## config.mk

```make
export PLATFORM = sky130hd
export DESIGN_NAME = imem_loader_flat
export DESIGN_NICKNAME = d
export VERILOG_FILES = /design/src/rtl/imem_loader_if.sv /design/src/rtl/imem_loader.sv /design/src/flat_wrapper.sv
export SDC_FILE = /design/constraint.sdc
export NUM_CORES = 1
export LEC_CHECK = 0
export BUFFER_PORTS_ARGS = -buffer_cell sky130_fd_sc_hd__buf_2
export CORE_AREA = 2 2 107 109
export DETAILED_ROUTE_END_ITERATION = 16
export DIE_AREA = 0 0 109 111
export GPL_TIMING_DRIVEN = 0
export PLACE_DENSITY = 0.63
export SYNTH_ARGS = -nofsm -noshare
export SYNTH_HDL_FRONTEND = slang
export SYNTH_SLANG_ARGS = --single-unit
```

## constraint.sdc

```tcl
create_clock -name clk -period 4.01 [get_ports clk]
set_clock_uncertainty 0.05 [all_clocks]
set_input_delay 0.2005 -clock clk [delete_from_list [all_inputs] [get_ports clk]]
set_output_delay 0.2005 -clock clk [all_outputs]
set_load 0.05 [all_outputs]
```

## src/rtl/imem_loader_if.sv

```systemverilog
`default_nettype none
// ============================================================================
//  Module   : imem_loader_if
//  Brief    : Byte-stream handshake and instruction-memory write bus for
//             the boot-time program loader.
//  Revision : 1.0 - initial release
// ============================================================================
interface imem_loader_if #(
    parameter int ADDR_WIDTH = 8
) ();
    logic                  byte_valid;
    logic [7:0]            byte_data;
    logic                  byte_ready;
    logic                  imem_we;
    logic [ADDR_WIDTH-1:0] imem_addr;
    logic [31:0]           imem_wdata;

    // master = the loader; slave = upstream byte source plus instruction memory
    modport master (
        input  byte_valid, byte_data,
        output byte_ready, imem_we, imem_addr, imem_wdata
    );

    modport slave (
        output byte_valid, byte_data,
        input  byte_ready, imem_we, imem_addr, imem_wdata
    );
endinterface
`default_nettype wire

```

## src/rtl/imem_loader.sv

```systemverilog
`default_nettype none
// ============================================================================
//  Module   : imem_loader
//  Brief    : Loads a header/payload/checksum byte stream into instruction
//             memory and holds the core in reset until a good image lands.
//  Revision : 1.0 - initial release
// ============================================================================
module imem_loader #(
    parameter int ADDR_WIDTH = 8
) (
    input  wire logic       clk,
    input  wire logic       reset,
    input  wire logic       start,
    imem_loader_if.master   bus,
    output logic            core_reset,
    output logic            busy,
    output logic            done,
    output logic            err
);

    localparam logic [2:0] c_IDLE = 3'd0;
    localparam logic [2:0] c_HDR  = 3'd1;
    localparam logic [2:0] c_DATA = 3'd2;
    localparam logic [2:0] c_CSUM = 3'd3;
    localparam logic [2:0] c_DONE = 3'd4;
    localparam logic [2:0] c_ERR  = 3'd5;

    logic [2:0]            r_state;
    logic [2:0]            w_state_nxt;
    logic                  w_xfer;
    logic                  w_start_ok;
    logic                  w_busy_nxt;
    logic [31:0]           w_word_nxt;

    logic [7:0]            r_count;
    logic [31:0]           r_word;
    logic [7:0]            r_xor;
    logic [1:0]            r_idx;
    logic [ADDR_WIDTH-1:0] r_addr;
    logic [ADDR_WIDTH-1:0] r_imem_addr;
    logic [31:0]           r_wdata;
    logic                  r_we;
    logic                  r_ready;
    logic                  r_busy;
    logic                  r_done;
    logic                  r_err;
    logic                  r_core_reset;

    assign w_xfer     = bus.byte_valid && r_ready;
    // Bytes enter at the top so the first byte of a word ends up in [7:0]
    assign w_word_nxt = {bus.byte_data, r_word[31:8]};

    always_comb begin
        w_state_nxt = r_state;
        w_start_ok  = 1'b0;
        case (r_state)
            c_IDLE: begin
                w_start_ok = start;
                if (start) w_state_nxt = c_HDR;
            end
            c_HDR: begin
                if (w_xfer) w_state_nxt = (bus.byte_data == 8'd0) ? c_CSUM : c_DATA;
            end
            c_DATA: begin
                if (w_xfer && (r_idx == 2'd3) && (r_count == 8'd1)) w_state_nxt = c_CSUM;
            end
            c_CSUM: begin
                if (w_xfer) w_state_nxt = (bus.byte_data == r_xor) ? c_DONE : c_ERR;
            end
            c_DONE, c_ERR: begin
                // A start coinciding with the done pulse is deliberately dropped
                w_start_ok = start && !r_done;
                if (w_start_ok) w_state_nxt = c_HDR;
            end
            default: w_state_nxt = c_IDLE;
        endcase
        w_busy_nxt = (w_state_nxt == c_HDR) || (w_state_nxt == c_DATA) ||
                     (w_state_nxt == c_CSUM);
    end

    always_ff @(posedge clk) begin
        if (reset) r_state <= c_IDLE;
        else       r_state <= w_state_nxt;
    end

    always_ff @(posedge clk) begin
        if (reset) begin
            r_count      <= 8'd0;
            r_word       <= 32'd0;
            r_xor        <= 8'd0;
            r_idx        <= 2'd0;
            r_addr       <= '0;
            r_imem_addr  <= '0;
            r_wdata      <= 32'd0;
            r_we         <= 1'b0;
            r_ready      <= 1'b0;
            r_busy       <= 1'b0;
            r_done       <= 1'b0;
            r_err        <= 1'b0;
            r_core_reset <= 1'b1;
        end else begin
            r_ready <= w_busy_nxt;
            r_busy  <= w_busy_nxt;
            r_we    <= 1'b0;
            r_done  <= 1'b0;

            if (w_start_ok) begin
                r_addr       <= '0;
                r_xor        <= 8'd0;
                r_idx        <= 2'd0;
                r_core_reset <= 1'b1;
                r_err        <= 1'b0;
            end

            if (w_xfer) begin
                case (r_state)
                    c_HDR: r_count <= bus.byte_data;
                    c_DATA: begin
                        r_word <= w_word_nxt;
                        r_xor  <= r_xor ^ bus.byte_data;
                        r_idx  <= r_idx + 2'd1;
                        if (r_idx == 2'd3) begin
                            r_we        <= 1'b1;
                            r_wdata     <= w_word_nxt;
                            r_imem_addr <= r_addr;
                            r_addr      <= r_addr + ADDR_WIDTH'(1);
                            r_count     <= r_count - 8'd1;
                        end
                    end
                    c_CSUM: begin
                        r_done <= 1'b1;
                        if (bus.byte_data == r_xor) r_core_reset <= 1'b0;
                        else                        r_err        <= 1'b1;
                    end
                    default: ;
                endcase
            end
        end
    end

    assign bus.byte_ready = r_ready;
    assign bus.imem_we    = r_we;
    assign bus.imem_addr  = r_imem_addr;
    assign bus.imem_wdata = r_wdata;
    assign core_reset     = r_core_reset;
    assign busy           = r_busy;
    assign done           = r_done;
    assign err            = r_err;

endmodule
`default_nettype wire

```

## src/flat_wrapper.sv

```systemverilog
// flat-port wrapper written by rule: the top's interface ports become plain ports
module imem_loader_flat 
#(
    parameter int ADDR_WIDTH = 8
)
  (clk, reset, start, core_reset, busy, done, err, bus_byte_valid, bus_byte_data, bus_byte_ready, bus_imem_we, bus_imem_addr, bus_imem_wdata);
  imem_loader_if #(.ADDR_WIDTH(ADDR_WIDTH)) bus_i ();
  input  wire logic clk;
  input  wire logic reset;
  input  wire logic start;
  output logic core_reset;
  output logic busy;
  output logic done;
  output logic err;
  input wire logic [$bits(bus_i.byte_valid)-1:0] bus_byte_valid;
  input wire logic [$bits(bus_i.byte_data)-1:0] bus_byte_data;
  output wire logic [$bits(bus_i.byte_ready)-1:0] bus_byte_ready;
  output wire logic [$bits(bus_i.imem_we)-1:0] bus_imem_we;
  output wire logic [$bits(bus_i.imem_addr)-1:0] bus_imem_addr;
  output wire logic [$bits(bus_i.imem_wdata)-1:0] bus_imem_wdata;
  assign bus_i.byte_valid = bus_byte_valid;
  assign bus_i.byte_data = bus_byte_data;
  assign bus_byte_ready = bus_i.byte_ready;
  assign bus_imem_we = bus_i.imem_we;
  assign bus_imem_addr = bus_i.imem_addr;
  assign bus_imem_wdata = bus_i.imem_wdata;
  imem_loader #(.ADDR_WIDTH(ADDR_WIDTH)) u_core (.clk(clk), .reset(reset), .start(start), .bus(bus_i), .core_reset(core_reset), .busy(busy), .done(done), .err(err));
endmodule
```

==> flow_summary.yaml <==
final_layout:
  syn_to_final_growth_pct: 17.50
  drive_above_1_share_pct: 15.68
  regArea_um2: 1962
  fin_nets: 585
  multiInputGateArea_um2: 1908
  n_fill_cell: 1133
  diodes: 0
  stdcell_area_um2: 4781
timing:
  hold_violations: 0
  fin_tns_setup_ns: 0
  rsz0062_at_grt: "no"
  clock.fmax_mhz: 497.7
  finalSetupViolCount: 0
  slew_viol_final: 0
  holdWs_ns: 0.09880
  period_needed_ns: 2.009
  tightest_slew_ns: 0.8278
  period_share_pct: 50.11
  slew_headroom_pct: 44.81
  setup_ws_ns: 2.001
global_route:
  antenna_found_initial: 0
  overflow: 0
  grt_max_degree: 19
  grt_pass1_vias: 3383
  track_usage_pct: 16.87
  grt_pass1_wl_um: 16300
placed_design:
  hpwl_um: 7130
  gp_congestion: 0.8195
  preCtsSetupSlack_ns: 2.059
  post_dp_cell_area_um2: 4493
  io_buffers: 49
die:
  core_um2: 11080
  std_cell_rows: 39
  start_util_pct: 36.73
  die_x_um: 109
  die_area_um2: 12100
  dieHeight_um: 111
  ios: 58
critical_path:
  worst_path_max_delay_cell: "a22oi_1"
  worst-path-buf-inv: 2
  crit_required_ns: 4.23
  worstPathMaxFanout: 10
  r2r_slack_ns: 2.00
  critPathTopFamily: "compound AO/OA/AOI/OAI gates"
  path_class: "reg -> reg"
  end_kind: "register"
  cpPeakStageDelay_ns: 0.67
  arrival_ns: 2.23
  start_kind: "register"
  crit_chain: "buf_4 > and4b_1 > buf_6 > a22oi_1 > o21ai_0 > a21oi_1"
route:
  dr.first_iter.drc_count: 177
  drcViolationCount: 0
  drtAntennaViolNets: 0
  drt_pass1_iterations: 4
  routed_wl_um: 9905
  routed_via_density: 5.056
  vias: 3625
  wl_per_cell_um: 13.81
outcome:
  status: "complete, no violations"
yosys:
  synth_area_leaders: "dfxtp_1 48%, nand2_1 13%, a21oi_1 11%"
  syn_inst: 509
  yosys.area.top_type: "dfxtp_1"
  synth_edf_count: 0
  ys.flop_type: "dfxtp_1"
  synth-seq-cells: 98
  syn-num-nets: 525
  syn_avg_cell_area_um2: 7.994
  synthArstFlopShare_pct: 0
  ys.warnings.count: 0
  ys_seq_area_share_pct: 48.22
  mappedNetlistArea_um2: 4069
  yosysTopAreaCellShare_pct: 48.22
  yosysUniqueCellTypes: 50
pwr:
  netSwitchingFraction_pct: 24.87
  power.switching_mw: 0.4768
  power_frac_comb_pct: 5.7
  max-vdd-ir-drop_uv: 226.8
  p_int_mw: 1.440
  sequentialPowerShare_pct: 51.3
  power_frac_clock_pct: 43.0
  powerDensity_nw_per_um2: 401.0
  leakagePower_nw: 1.731
  total_power_mw: 1.917
clocking:
  post-cts-setup-buffers: 0
  cts.path.max_buffers: 2
  clkTransAtPathRegs_ns: 0.07
  cts_buffers: 9
  root_buffer: "clkbuf_16"
  cts_resized: 0
  cts_max_level: 3
  cts_tree: "done"
  cts_hold_buf: 0
  clock_sinks: 98
  clock_latency_ns: 0.34
min_path:
  min_path_type: "in -> reg"
job:
  cap_viol_max_count: 0
==> state kept, by name, indices dropped and copies added, names as in the netlist <==
signal,count
u_core.bus.imem_addr,8
u_core.bus.imem_we,1
u_core.r_word,24
u_core.done,1
u_core.r_count,8
u_core.r_xor,8
u_core.err,1
u_core.r_idx,2
u_core.busy,1
u_core.r_state,3
u_core.bus.imem_wdata,32
u_core.core_reset,1
u_core.r_addr,8
==> layout by cell type, fill, tap and decap left out, types with 3 or more instances in the layout <==
cell / synthesis / routed
xor2_1: 3 / 3
nor4_1: 4 / 4
nor3_1: 11 / 11
clkbuf_1: 22 / 22
a21o_1: 3 / 3
buf_4: 3 / 3
nor2b_1: 3 / 3
o211ai_1: 3 / 3
inv_1: 4 / 4
buf_2: 11 / 60
xnor2_1: 9 / 9
a211oi_1: 3 / 3
nand2_1: 145 / 145
nor2_1: 19 / 19
a21oi_1: 86 / 86
a22oi_1: 3 / 3
nand4_1: 6 / 6
ha_1: 4 / 4
mux2i_1: 3 / 3
nand2b_1: 4 / 4
o21ai_0: 16 / 16
nand3b_1: 10 / 10
dfxtp_1: 98 / 98
clkbuf_16: 0 / 9
and2_1: 3 / 3
==> worst min-delay path, stage by stage <==
cell	delay, ns
buf_2	0.09
or4_1	0.10
mux2i_1	0.05
==> final timing paths <==
kind | startpoint | to | depth (start not counted)
setup reg to reg | u_core.r_state[1]$_SDFF_PP0_ | u_core.r_xor[4]$_SDFF_PP0_ | 6
setup / recovery | u_core.r_state[1]$_SDFF_PP0_ | u_core.r_xor[4]$_SDFF_PP0_ | 6
hold / removal | reset | u_core.r_addr[7]$_SDFF_PP0_ | 3
hold reg to reg | u_core.bus.imem_wdata[6]$_SDFFE_PP0P_ | u_core.bus.imem_wdata[6]$_SDFFE_PP0P_ | 2
==> power by group through the flow <==
| stage | logic [mW] | registers, mW | clock network, mW |
|---|---|---|---|
| after global placement | 0.108 | 1.01 | 0 |
| after floorplan | 0.0755 | 1.01 | 0 |
| after CTS | 0.110 | 0.983 | 0.844 |
| after detailed placement | 0.109 | 1.01 | 0 |
| after global routing | 0.120 | 0.984 | 0.885 |
| final | 0.110 | 0.983 | 0.824 |
==> cell type report <==
cell class                 count  share of cell area [%]
buffer                        40                   3.847
tap                          143                   3.742
clock buffer                   9                   4.711
sequential                    98                   41.04
clock inverter                 7                   1.309
multi-input combinational    367                   39.91
timing repair buffer          49                   5.130
inverter                       4                  0.3141
==> kinds of logic (layout without fill, tap and decap cells) <==
kind of cell / count (synthesis) / in the layout / share of synthesized area [%]
AND/OR/NAND/NOR: 221 / 221 / 24.69
AO/OA/AOI/OAI: 127 / 127 / 17.65
flip-flops: 98 / 98 / 48.22
buffers and inverters: 44 / 109 / 4.889
XOR/XNOR: 12 / 12 / 2.583
adder cells (fa/ha/maj): 4 / 4 / 1.230
multiplexers: 3 / 3 / 0.7380
==> layer usage <==
layer	vias up	global-route usage (%)	part of all wire, %
met5	-	0	0
met4	0	5.043	1.5
met3	14	4.350	5.4
met2	81	25.30	45
met1	1697	23.69	48
li1	1833	-	-
==> Yosys cell counts (all sizes together), types with 2 or more instances <==
library cell / n
a211oi: 4
a21o: 3
a21oi: 86
a22oi: 3
a31oi: 2
and2: 5
and2b: 2
buf: 17
clkbuf: 23
dfxtp: 98
ha: 4
inv: 4
mux2i: 3
nand2: 145
nand2b: 4
nand3: 2
nand3b: 10
nand4: 7
nor2: 20
nor2b: 3
nor3: 11
nor4: 4
o211ai: 3
o21ai: 17
o31ai: 2
or4: 2
xnor2: 9
xor2: 3
==> through the flow <==
stage	util (%)	instances
finish	43.16	717
global route	43.16	717
CTS	43.16	717
detailed placement	40.56	701
global placement	40.56	701
floorplan	-	509
Power figures use the tool's default switching activity.
